==> src/rtl/ifmap_spad_write_ctrl.sv <==
// Write-side sequencer for the circular IFMAP scratchpad: one row per start, wrapping pointer,
// occupancy tracking. Define IFMAP_STALL_CNT_EN to add the stall_cycles counter output.
module ifmap_spad_write_ctrl #(
  parameter int IF_DEPTH = 16,
  parameter int ADDR_W   = 4,
  parameter int DATA_W   = 16,
  parameter int LEN_W    = 8
) (
  input  logic              clk,
  input  logic              rst,
  input  logic              start,
  input  logic [LEN_W-1:0]  row_len,
  input  logic              in_valid,
  input  logic [DATA_W-1:0] in_data,
  output logic              in_ready,
  input  logic              rd_release,
  output logic              wr_en,
  output logic [ADDR_W-1:0] wr_addr,
  output logic [DATA_W-1:0] wr_data,
  output logic [ADDR_W:0]   occupancy,
  output logic              full,
  output logic              busy,
`ifdef IFMAP_STALL_CNT_EN
  output logic [15:0]       stall_cycles,
`endif
  output logic              done
);

  typedef enum logic [1:0] {
    S_IDLE  = 2'd0,
    S_WRITE = 2'd1,
    S_DONE  = 2'd2
  } state_t;

  state_t             state_q, state_d;
  logic [ADDR_W-1:0]  ptr_q;
  logic [LEN_W-1:0]   word_cnt_q;
  logic [LEN_W-1:0]   row_len_q;
  logic               zero_done_q;
  logic               accept;
  logic               start_ok;
  logic               last_word;
  logic               release_ok;

  assign full       = (occupancy == (ADDR_W+1)'(IF_DEPTH));
  assign in_ready   = (state_q == S_WRITE) && !full;
  assign accept     = in_valid && in_ready;
  assign start_ok   = start && (state_q == S_IDLE);
  assign last_word  = accept && (word_cnt_q == row_len_q - LEN_W'(1));
  assign release_ok = rd_release && (occupancy != '0);
  assign busy       = (state_q != S_IDLE);
  // A zero-length row never leaves IDLE, so its done pulse comes from a separate flop.
  assign done       = (state_q == S_DONE) || zero_done_q;

  always_comb begin
    // NOTE: default assigned first so no path through the case can infer a latch.
    state_d = state_q;
    case (state_q)
      S_IDLE:  if (start_ok && (row_len != '0)) state_d = S_WRITE;
      S_WRITE: if (last_word) state_d = S_DONE;
      S_DONE:  state_d = S_IDLE;
      default: state_d = S_IDLE;
    endcase
  end

  // NOTE: all state uses non-blocking assignments so every flop samples pre-edge values.
  always_ff @(posedge clk or posedge rst) begin
    if (rst) begin
      state_q     <= S_IDLE;
      zero_done_q <= 1'b0;
      row_len_q   <= '0;
      word_cnt_q  <= '0;
    end else begin
      state_q     <= state_d;
      zero_done_q <= start_ok && (row_len == '0);
      if (start_ok) begin
        row_len_q  <= row_len;
        word_cnt_q <= '0;
      end else if (accept) begin
        word_cnt_q <= word_cnt_q + LEN_W'(1);
      end
    end
  end

  // Pointer survives across rows; only reset rewinds it.
  always_ff @(posedge clk or posedge rst) begin
    if (rst) begin
      ptr_q   <= '0;
      wr_en   <= 1'b0;
      wr_addr <= '0;
      wr_data <= '0;
    end else begin
      wr_en <= accept;
      if (accept) begin
        wr_addr <= ptr_q;
        wr_data <= in_data;
        ptr_q   <= (ptr_q == ADDR_W'(IF_DEPTH - 1)) ? '0 : ptr_q + ADDR_W'(1);
      end
    end
  end

  always_ff @(posedge clk or posedge rst) begin
    if (rst) begin
      occupancy <= '0;
    end else begin
      case ({accept, release_ok})
        2'b10:   occupancy <= occupancy + (ADDR_W+1)'(1);
        2'b01:   occupancy <= occupancy - (ADDR_W+1)'(1);
        default: occupancy <= occupancy;
      endcase
    end
  end

`ifdef IFMAP_STALL_CNT_EN
  always_ff @(posedge clk or posedge rst) begin
    if (rst) begin
      stall_cycles <= '0;
    end else if (start_ok) begin
      stall_cycles <= '0;
    end else if ((state_q == S_WRITE) && in_valid && !in_ready && (stall_cycles != 16'hFFFF)) begin
      stall_cycles <= stall_cycles + 16'd1;
    end
  end
`endif

endmodule

==> config.mk <==
export PLATFORM = sky130hd
export DESIGN_NAME = ifmap_spad_write_ctrl
export DESIGN_NICKNAME = d
export VERILOG_FILES = /design/src/rtl/ifmap_spad_write_ctrl.sv
export SDC_FILE = /design/constraint.sdc
export NUM_CORES = 1
export LEC_CHECK = 0
export ABC_AREA = 0
export CAP_MARGIN = 20
export CORE_ASPECT_RATIO = 2
export CORE_MARGIN = 10
export CORE_UTILIZATION = 44
export DETAILED_ROUTE_END_ITERATION = 7
export PLACE_DENSITY = 0.7
export SKIP_CTS_REPAIR_TIMING = 1
export SYNTH_ARGS = -nofsm -noshare
export SYNTH_HDL_FRONTEND = slang
export SYNTH_SLANG_ARGS = --single-unit
==> constraint.sdc <==
create_clock -name clk -period 5.15 [get_ports clk]
set_input_delay 0.515 -clock clk [delete_from_list [all_inputs] [get_ports clk]]
set_output_delay 0.515 -clock clk [all_outputs]
set_load 0.005 [all_outputs]
**Word level (Yosys, flattened, before mapping)**

Index checks and enable logic that the tools add are counted.

- Add/subtract/negate cells: 5
- Equal/unequal tests: 9
- Multiplexer cells: 7
- Reduce and logical (&&, ||, !) cells: 17

Operators by type and width:

| kind | number |
|---|---|
| $mux 8 | 2 |
| $pmux 5 s2 | 1 |
| $add 8x1->8 const B | 1 |
| $eq 8x8->1 | 1 |
| $logic_not 8->1 | 1 |
| $reduce_bool 8->1 | 1 |
| $sub 8x1->8 const B | 1 |
| $logic_and 1x1->1 | 7 |
| $reduce_bool 2->1 | 3 |
| $add 5x1->5 const B | 1 |
| $eq 5x5->1 const B | 1 |
| $reduce_bool 5->1 | 1 |
| $sub 5x1->5 const B | 1 |
| $add 4x1->4 const B | 1 |
| $eq 2x1->1 const B | 2 |
| $eq 2x2->1 const B | 2 |
| $eq 4x4->1 const B | 1 |
| $mux 2 | 2 |
| $mux 4 | 1 |
| $pmux 2 s2 | 1 |
| $logic_not 2->1 | 1 |
| $ne 2x1->1 const B | 1 |
| $ne 2x2->1 const B | 1 |
| $reduce_and 2->1 | 1 |
| 2 further kinds | 2 |

- Bits in registers: 49
- Bits of input ports: 29
- Output and inout port bits: 30
- Word-level logic and storage cells: 47

**Logic depth before layout (Yosys ltp)**

Gate-level depths: netlist of the first run.

- Depth in word-level cells: 7
- Depth in mapped cells: 11
- Depth with buffers taken out: 10

**Worst setup path before layout of the first run**

Ideal clock, no wire load.

- Path type: reg2reg
- From: register occupancy[0]
- To: register occupancy[4]
- Library setup time: 0.123 ns
- Arrival: 2.405 ns
- Required time: 5.027 ns
- Setup slack: 2.623 ns
- Cell stages (with the launch flop): 12
- Path buffers: 1
- Clock period less this slack: 2.527 ns
- Cell sequence: dfrtp_1 > nor4_4 > a21oi_2 > nand2_4 > buf_2 > ha_1 > ha_1 > a21o_1 > a21oi_1 > xor2_1 > nor2_1 > xnor2_1

- Word-level cells in the longest chain between the ends: 6
- Elaborated cells between the ends (all ways): 12
- Those cells by class: 2 x add/sub; 3 x eq/ne; 1 x mux; 6 x reduce/logical

Ends and longest elaborated chain:

| element | RTL line | text |
|---|---|---|
| from (decl) | 20 | `output logic [ADDR_W:0] occupancy,` |
| from (signal assigned) | 107 | `2'b10: occupancy <= occupancy + (ADDR_W+1)'(1);` |
| from (signal assigned) | 108 | `2'b01: occupancy <= occupancy - (ADDR_W+1)'(1);` |
| from (signal assigned) | 109 | `default: occupancy <= occupancy;` |
| $eq 5x5->1 (*) | 45 | `assign full = (occupancy == (ADDR_W+1)'(IF_DEPTH));` |
| $logic_not 1->1 (*) | 46 | `assign in_ready = (state_q == S_WRITE) && !full;` |
| $logic_and 1x1->1 (*) | 46 |  |
| net in_ready | 15 | `output logic in_ready,` |
| $logic_and 1x1->1 (*) | 47 | `assign accept = in_valid && in_ready;` |
| $eq 2x1->1 / $eq 2x2->1 (equally long branches) | 106 | `case ({accept, release_ok})` |
| $pmux 5 s2 / $reduce_bool 2->1 (equally long branches) | - |  |

Mark *: on every way through the listed nets, which the timed path passes. The rest lies on a longest branch.
A chain may end at the register's enable or synchronous reset.

**Final worst setup path of the first run**

- From: register occupancy[0]
- To: register occupancy[4]

- Word-level cells in the longest chain between the ends: 6
- Elaborated cells between the ends (all ways): 12
- Those cells by class: 2 x add/sub; 3 x eq/ne; 1 x mux; 6 x reduce/logical

Ends and longest elaborated chain:

| element | RTL line |
|---|---|
| $eq 5x5->1 | 45 |
| $logic_not 1->1 | 46 |
| $logic_and 1x1->1 | 46 |
| $logic_and 1x1->1 | 47 |
| $eq 2x1->1 / $eq 2x2->1 (equally long branches) | 106 |
| $pmux 5 s2 / $reduce_bool 2->1 (equally long branches) | - |

Parallel ways exist; a longest one is shown, timed or not.

==> flow_summary_export.csv, run 1 <==
group,metric,value,unit
timing,fin_skew,0.00651,ns
timing,fin_crit,2.69,ns
placed_design,gp_congestion,0.823,
setup_path,endpoint_kind,"flip-flop",
placed_design,port_buffers,58,
timing,max_slew_margin,0.446,
pwr,powerDensity,606,mW/mm²
detailed_routing,top_layer,"met4",
detailed_routing,postRouteAntennaNets,0,
clock_network,clock_sinks,49,
synth,netlist_area,0.00242,mm²
clock_network,htreeDepth,2,
detailed_routing,dr.pass1.iters,4,
timing,hold_violations,0,
cells_and_area,drive_gt1_frac,0.0754,
cells_and_area,layout_commonest_cell,"nand2_1",
clock_network,cts_tree,"done",
setup_path,critical_path_arrival,2.90,ns
setup_path,r2r_slack,2.46,ns
cells_and_area,final_nets,341,
status,status,"complete, no violations",
placed_design,dpl_cell_area,0.00302,mm²
setup_path,crit_type,"flip-flop to flip-flop",
global_route,first_global_vias,2022,
clock_network,clk_path_buf_depth,2,
die,core,0.00537,mm²
synth,synthCells,248,
global_route,grt_max_degree,50,
detailed_routing,drt-met1-wl,2150,µm
detailed_routing,wl,5870,µm
setup_path,critPathLaunchType,"flip-flop",
synth,synth-seq-cells,49,
detailed_routing,drc_errors,0,
synth,ys_seq_area_frac,0.507,
placed_design,dp_hpwl,4380,µm
synth,synthArstFlopShare,1.00,
cells_and_area,final_area,0.00316,mm²
synth,syn-num-nets,285,
detailed_routing,drt-initial-drc-count,102,
clock_network,cts-root-buf,"clkbuf_8",
synth,yosys_warnings,0,
setup_path,critPathMaxFanout,27,
detailed_routing,routed_via_density,5.22,
global_route,grt_pass1_wl,9590,µm
synth,yosys.area.top_type,"dfrtp_1",
synth,ys_top_cells_by_area,"dfrtp_1 (51%), nand2_1 (12%), xor2_1 (5.1%)",
die,io_pins,59,
die,die_h,125,µm
global_route,antenna_found_initial,0,
cells_and_area,mostFrequentLayoutCells,"nand2_1 (75), clkdlybuf4s50_1 (58), dfrtp_1 (49), xor2_1 (14), nor2_1 (12)",
detailed_routing,met2WireLength,3200,µm
global_route,overflow,0,
timing,setup_viol,0,
clock_network,clkLatencyLatePin,0.31,ns
cells_and_area,area_growth,30.5,%
die,initial_core_util,0.450,
pwr,p_leak,1.47,nW
clock_network,cts_buffers,5,
timing,slew_viol_final,0,
timing,rsz0062_at_grt,"no",
detailed_routing,wl_per_cell,16.1,µm
synth,synth_edf_count,0,
die,dieArea,0.00904,mm²
run,maxCapViolCount,0,
detailed_routing,num_vias,1907,
timing,fin_tns_setup,0,ns
timing,fin_crit_sh,0.523,
die,die_w,72.4,µm
synth,synth.avg_cell_area,9.75,µm²
timing,fmax,0.371,GHz
detailed_routing,met3_length,383,µm
die,row_count,38,
cells_and_area,antennaDiodeCount,0,
synth,synth_cell_types,41,
synth,post-synth-top-area-fraction,0.507,
synth,ys.flop_type,"dfrtp_1",
min_path,hp-class,"input pin to async pin",
pwr,ir_drop,424,µV
clock_network,path_clk_slew,0.09,ns
setup_path,cp.required,5.35,ns
global_route,grt_usage,0.132,
timing,tightest_slew,0.830,ns
-- cell usage after synthesis, types with 2 or more instances --
| master | count |
|---|---|
| and3_1 | 2 |
| nor3_1 | 5 |
| nand4_1 | 6 |
| o31ai_1 | 2 |
| a21o_1 | 4 |
| xor2_1 | 14 |
| buf_2 | 7 |
| nand2b_1 | 4 |
| a21oi_1 | 4 |
| dfrtp_1 | 49 |
| nor2_1 | 12 |
| inv_1 | 6 |
| xnor2_1 | 9 |
| clkbuf_1 | 2 |
| mux2_2 | 7 |
| nand2_1 | 75 |
| a21boi_0 | 2 |
| ha_1 | 7 |
| nor4_1 | 2 |
| o21ai_0 | 8 |
-- worst max-delay path: stages (launching register included) --
cell	delay (ns)
dfrtp_1	0.48
nor4_4	0.37
a21oi_2	0.13
nand2_4	0.27
ha_1	0.34
ha_1	0.31
a21o_1	0.17
a21oi_1	0.16
xor2_1	0.16
nor2_1	0.06
xnor2_1	0.13
-- cell families (layout without fill, tap and decap cells) --
group | after synthesis | in the layout | share of synthesized area
and+or+nand+nor | 116 | 116 | 0.221
DFF | 49 | 49 | 0.507
AOI/OAI and AO/OA | 27 | 27 | 0.0735
xor gates and xnor gates | 23 | 23 | 0.0833
buffers and inverters | 17 | 74 | 0.0341
adders and majority gates | 8 | 8 | 0.0445
muxes | 8 | 8 | 0.0367
-- worst paths after layout --
kind                         startpoint           end  cells after the start
setup reg to reg           occupancy[0]  occupancy[4]                     10
hold / removal                      rst   wr_data[13]                      2
hold reg to reg             wr_data[10]   wr_data[10]                      2
max in group asynchronous           rst    wr_data[1]                      3
setup / recovery           occupancy[0]  occupancy[4]                     10
min in group clk            wr_data[10]   wr_data[10]                      2
-- registers in the layout (all words and copies together) (netlist names) --
| register | cells |
|---|---|
| occupancy | 5 |
| ptr_q | 4 |
| row_len_q | 8 |
| state_q | 2 |
| word_cnt_q | 8 |
| wr_addr | 4 |
| wr_data | 16 |
| wr_en | 1 |
| zero_done_q | 1 |
-- where the power goes --
part	switching, W	leakage [nW]	internal (W)
Sequential	0.000190	0.603	0.000557
Clock	0.000129	0.0585	0.000158
Combinational	0.000405	0.812	0.000474
-- area by class of cell --
cell class	instances	area (µm²)
Timing Repair Buffer	59	601
Clock inverter	1	30.0
Sequential cell	49	1230
Fill cell	510	2220
Multi-Input combinational cell	182	1110
Clock buffer	7	86.3
Inverter	7	28.8
Tap cell	60	75.1
-- metrics by stage --
stage | total power, W | hold WS [ns] | setup slack, ns | util | std cells
after floorplan | 0.00126 | 0.468 | 2.62 | - | 248
after global placement | 0.00162 | 0.457 | 2.33 | 0.562 | 356
after detailed placement | 0.00164 | 0.466 | 2.28 | 0.562 | 356
after CTS | 0.00194 | 0.486 | 2.41 | 0.584 | 364
after global routing | 0.00208 | 0.476 | 2.27 | 0.588 | 365
final | 0.00191 | 0.468 | 2.46 | 0.588 | 365
-- per-layer routing --
| layer | GRT usage | up-vias |
|---|---|---|
| met5 | 0 | - |
| met4 | 0.0607 | 0 |
| met3 | 0.0502 | 9 |
| met2 | 0.229 | 41 |
| met1 | 0.132 | 930 |
| li1 | - | 927 |
Power figures use the tool's default switching activity.
==> run 2: changes to the inputs <==
- clock period: 5.15 -> 2.5 ns (I/O delays scaled with it)
==> run 2 against run 1 <==
Against the previous run: sequential share of layout area down 0.49 points; via count down 2.1%; clock power up 100%; register-to-register slack worse by 2.3 ns; setup slack worse by 2.3 ns; first-iteration DRC count down 66%; critical endpoint unchanged.
==> flow_summary_export.csv, run 2 (synthesis gave the netlist of run 1 again) <==
group,metric,value,unit
timing,rsz0062_at_grt,"no",
cells_and_area,reg.largest.list,"wr_data x16, row_len_q x8, word_cnt_q x8",
clock_network,clkLatencyLatePin,0.31,ns
cells_and_area,layout_commonest_cell,"nand2_1",
die,die_w,72.4,µm
detailed_routing,routed_via_density,5.06,
detailed_routing,postRouteAntennaNets,0,
setup_path,worstSetupStartpoint,"occupancy[3]",
clock_network,htreeDepth,2,
cells_and_area,fin_util,0.596,
detailed_routing,drt-initial-drc-count,35,
cells_and_area,top_register,"wr_data",
detailed_routing,drc_errors,0,
timing,fin_skew,0.00879,ns
run,maxCapViolCount,0,
clock_network,clk_path_buf_depth,2,
setup_path,cp.required,2.69,ns
timing,fin_crit_sh,0.924,
clock_network,path_clk_slew,0.09,ns
setup_path,critPathLaunchType,"flip-flop",
min_path,hp-class,"input pin to async pin",
global_route,antenna_found_initial,0,
die,io_pins,59,
setup_path,r2r-start,"occupancy[3]",
detailed_routing,wl,5720,µm
setup_path,endpoint_kind,"flip-flop",
detailed_routing,num_vias,1866,
pwr,p_leak,1.49,nW
global_route,grt_pass1_wl,9560,µm
die,dieArea,0.00904,mm²
timing,fin_tns_setup,0,ns
clock_network,cts_buffers,5,
placed_design,dp_hpwl,4480,µm
setup_path,crit_end,"occupancy[4]",
pwr,powerDensity,1240,mW/mm²
setup_path,crit_type,"flip-flop to flip-flop",
cells_and_area,mostFrequentLayoutCells,"nand2_1 (75), clkdlybuf4s50_1 (58), dfrtp_1 (48), xor2_1 (14), nor2_1 (12)",
cells_and_area,area_growth,32.3,%
clock_network,clock_sinks,49,
global_route,first_global_vias,1965,
clock_network,cts_tree,"done",
cells_and_area,antennaDiodeCount,0,
global_route,grt_max_degree,33,
placed_design,port_buffers,58,
timing,setup_viol,0,
die,core,0.00537,mm²
setup_path,reg2regPathDepth,10,
detailed_routing,wl_per_cell,15.5,µm
pwr,ir_drop,783,µV
timing,fin_crit,2.31,ns
clock_network,cts-root-buf,"clkbuf_8",
setup_path,r2r_slack,0.19,ns
timing,fmax,0.433,GHz
detailed_routing,dr.pass1.iters,4,
setup_path,critPathMaxFanout,5,
setup_path,r2r-end,"occupancy[4]",
die,die_h,125,µm
cells_and_area,largest_reg_flops,16,
timing,max_slew_margin,0.644,
timing,slew_viol_final,0,
placed_design,gp_congestion,0.792,
die,initial_core_util,0.450,
cells_and_area,nFillCells,473,
die,row_count,38,
timing,hold_violations,0,
global_route,overflow,0,
cells_and_area,drive_gt1_frac,0.104,
global_route,grt_usage,0.131,
timing,tightest_slew,0.533,ns
status,status,"complete, no violations",
setup_path,critical_path_arrival,2.50,ns
cells_and_area,final_nets,345,
-- run 2: metrics by stage --
step / instance area [µm²] / std cells / setup slack, ns / power (W) / hold WS (ns)
5_1_grt: 3200 / 369 / 0.0418 / 0.00432 / 0.344
4_1_cts: 3190 / 369 / 0.0209 / 0.00403 / 0.313
2_1_floorplan: 2420 / 248 / 0.0140 / 0.00259 / 0.355
6_report: 3200 / 369 / 0.190 / 0.00398 / 0.298
3_5_place_dp: 3070 / 361 / 0.0232 / 0.00342 / 0.461
3_3_place_gp: 3070 / 361 / 0.123 / 0.00337 / 0.458
-- run 2: worst min-delay path by stage --
stage	startpoint	end	slack [ns]
2_1_floorplan	in_data[0]	wr_data[0]	0.36
3_3_place_gp	wr_data[12]	wr_data[12]	0.46
3_5_place_dp	wr_addr[3]	wr_addr[3]	0.46
4_1_cts	rst	row_len_q[6]	0.31
5_1_grt	rst	row_len_q[4]	0.34
6_report	rst	row_len_q[6]	0.30
-- run 2: layout make-up --
type | instances | area, µm² | share of cell area
clock buffers | 6 | 82.6 | 0.0258
clock inverters | 2 | 37.5 | 0.0117
multi-input cells | 182 | 1120 | 0.349
inverters | 7 | 28.8 | 0.00899
repair buffers | 63 | 631 | 0.197
well taps | 60 | 75.1 | 0.0235
flip-flops and latches | 49 | 1230 | 0.384
-- run 2: worst max-delay path, cell delays in order, from the launching register on --
cell	delay, ns
dfrtp_2	0.45
nor4_4	0.36
a21oi_2	0.14
nand2_4	0.08
ha_2	0.24
ha_1	0.28
a21o_1	0.18
a21oi_2	0.15
xor2_1	0.15
nor2_1	0.06
xnor2_1	0.12
-- run 2: power breakdown --
| part | total (W) | internal, W | switching (W) |
|---|---|---|---|
| Sequential | 0.00152 | 0.00115 | 0.000370 |
| Clock | 0.000590 | 0.000325 | 0.000265 |
| Combinational | 0.00187 | 0.00101 | 0.000859 |
-- run 2: per-layer routing --
metal  GRT usage  up-vias  routed length, µm
met4      0.0438        0                 89
met1       0.134      889               2020
met2       0.232       37               3250
met5           0        -                  0
li1            -      932                  -
met3      0.0494        8                364
==> run 3: changes to the inputs <==
- ABC_AREA: 0 -> not set
- CORE_MARGIN: 10 -> not set
- TNS_END_PERCENT: not set -> 50
==> run 3 against run 2 <==
Against the previous run: die area fell by 36%; utilization rose by 0.49 points; power fell by 3.4%; final cell count fell by 0.81%; clock skew rose by 0.0064 ns; global-route usage rose by 8.4 points; hold slack improved by 0.11 ns; non-clock buffer count fell by 1; wire length fell by 6.8%; critical endpoint unchanged; largest cell class unchanged; highest routed layer unchanged.
==> flow_summary_export.csv, run 3 (synthesis gave the netlist of run 1 again) <==
group,metric,value,unit
setup_path,critical_path_arrival,2.56,ns
global_route,grt_pass1_wl,8860,µm
min_path,hp-class,"input pin to async pin",
detailed_routing,postRouteAntennaNets,0,
clock_network,clk_path_buf_depth,2,
status,status,"complete, no violations",
timing,setup_viol,0,
timing,fin_crit_sh,0.942,
cells_and_area,area_growth,29.9,%
clock_network,clkLatencyLatePin,0.32,ns
detailed_routing,wl_per_cell,14.6,µm
die,row_count,37,
placed_design,gp_congestion,0.788,
clock_network,cts-root-buf,"clkbuf_8",
global_route,first_global_vias,1866,
cells_and_area,top_register,"wr_data",
die,dieArea,0.00582,mm²
clock_network,htreeDepth,2,
cells_and_area,mostFrequentLayoutCells,"nand2_1 (75), clkdlybuf4s50_1 (58), dfrtp_1 (48), xor2_1 (14), nor2_1 (12)",
placed_design,port_buffers,58,
setup_path,crit_type,"flip-flop to flip-flop",
die,io_pins,59,
timing,tightest_slew,0.618,ns
cells_and_area,layout_commonest_cell,"nand2_1",
pwr,ir_drop,773,µV
setup_path,critPathLaunchType,"flip-flop",
clock_network,path_clk_slew,0.11,ns
timing,slew_viol_final,0,
run,maxCapViolCount,0,
global_route,antenna_found_initial,0,
detailed_routing,routed_via_density,5.21,
detailed_routing,wl,5340,µm
die,die_w,54.4,µm
pwr,p_total,0.00385,W
cells_and_area,reg.largest.list,"wr_data x16, row_len_q x8, word_cnt_q x8",
clock_network,cts_buffers,5,
timing,hold_violations,0,
detailed_routing,drt-initial-drc-count,36,
clock_network,cts_tree,"done",
cells_and_area,final_nets,344,
global_route,grt_max_degree,50,
die,core,0.00523,mm²
detailed_routing,num_vias,1908,
setup_path,endpoint_kind,"flip-flop",
cells_and_area,nFillCells,458,
global_route,overflow,0,
pwr,powerDensity,1220,mW/mm²
cells_and_area,drive_gt1_frac,0.0942,
pwr,p_leak,1.47,nW
placed_design,dp_hpwl,3860,µm
cells_and_area,largest_reg_flops,16,
die,initial_core_util,0.462,
die,die_h,107,µm
clock_network,clock_sinks,49,
global_route,grt_usage,0.215,
timing,fin_tns_setup,0,ns
detailed_routing,drc_errors,0,
setup_path,cp.required,2.71,ns
cells_and_area,antennaDiodeCount,0,
setup_path,critPathMaxFanout,5,
timing,max_slew_margin,0.588,
timing,fin_crit,2.35,ns
detailed_routing,dr.pass1.iters,4,
timing,fmax,0.425,GHz
timing,fin_skew,0.0152,ns
timing,rsz0062_at_grt,"no",
## run 3: where the power goes
part           internal (W)  leakage [nW]  total [W]  switching [W]
clock network      0.000199        0.0445   0.000490       0.000291
registers           0.00115         0.602    0.00152       0.000372
logic              0.000997         0.821    0.00184       0.000838
total               0.00235          1.47    0.00385        0.00150
## run 3: layer usage
layer  vias up  global-route usage  share of wire
met5         -                   0              0
met4         0               0.110          0.025
met3         6              0.0440          0.042
met2        52               0.359           0.54
met1       908               0.245           0.40
li1        942                   -              -
## run 3: cell type report
| cell class | instances | area (µm²) | area share |
|---|---|---|---|
| Clock buffer | 5 | 68.8 | 0.0219 |
| Clock inverter | 3 | 21.3 | 0.00677 |
| Inverter | 7 | 28.8 | 0.00916 |
| Multi-Input combinational cell | 182 | 1110 | 0.354 |
| Sequential cell | 49 | 1230 | 0.391 |
| Tap cell | 58 | 72.6 | 0.0231 |
| Timing Repair Buffer | 62 | 611 | 0.194 |
## run 3: critical path, cell delays in order, from the launching register on
cell and delay [ns]:
dfrtp_2 0.45, nor4_4 0.35, a21boi_1 0.12, ha_2 0.23
fa_1 0.41, a21o_1 0.19, a21oi_1 0.17, xor2_1 0.16
nor2_1 0.06, xnor2_1 0.12
## run 3: path summary, 6_finish.rpt
path / start / end / slack (ns) / cells after the start
setup reg to reg: occupancy[3] / occupancy[4] / 0.15 / 9
setup / recovery: occupancy[3] / occupancy[4] / 0.15 / 9
max in group asynchronous: rst / occupancy[3] / 1.65 / 3
hold / removal: rst / wr_data[15] / 0.40 / 3
hold reg to reg: wr_data[9] / wr_data[9] / 0.48 / 2
min in group clk: in_data[2] / wr_data[2] / 0.44 / 3
## run 3: metrics by stage
stage / instance area (µm²) / hold WS (ns) / instances / util / worst slack (ns)
floorplan: 2420 / 0.355 / 248 / - / 0.0140
detailed placement: 3050 / 0.462 / 358 / 0.583 / 0.0746
finish: 3140 / 0.403 / 366 / 0.601 / 0.146
global placement: 3050 / 0.458 / 358 / 0.583 / 0.123
global route: 3140 / 0.450 / 366 / 0.601 / 0.0254
CTS: 3140 / 0.415 / 366 / 0.600 / 0.0582
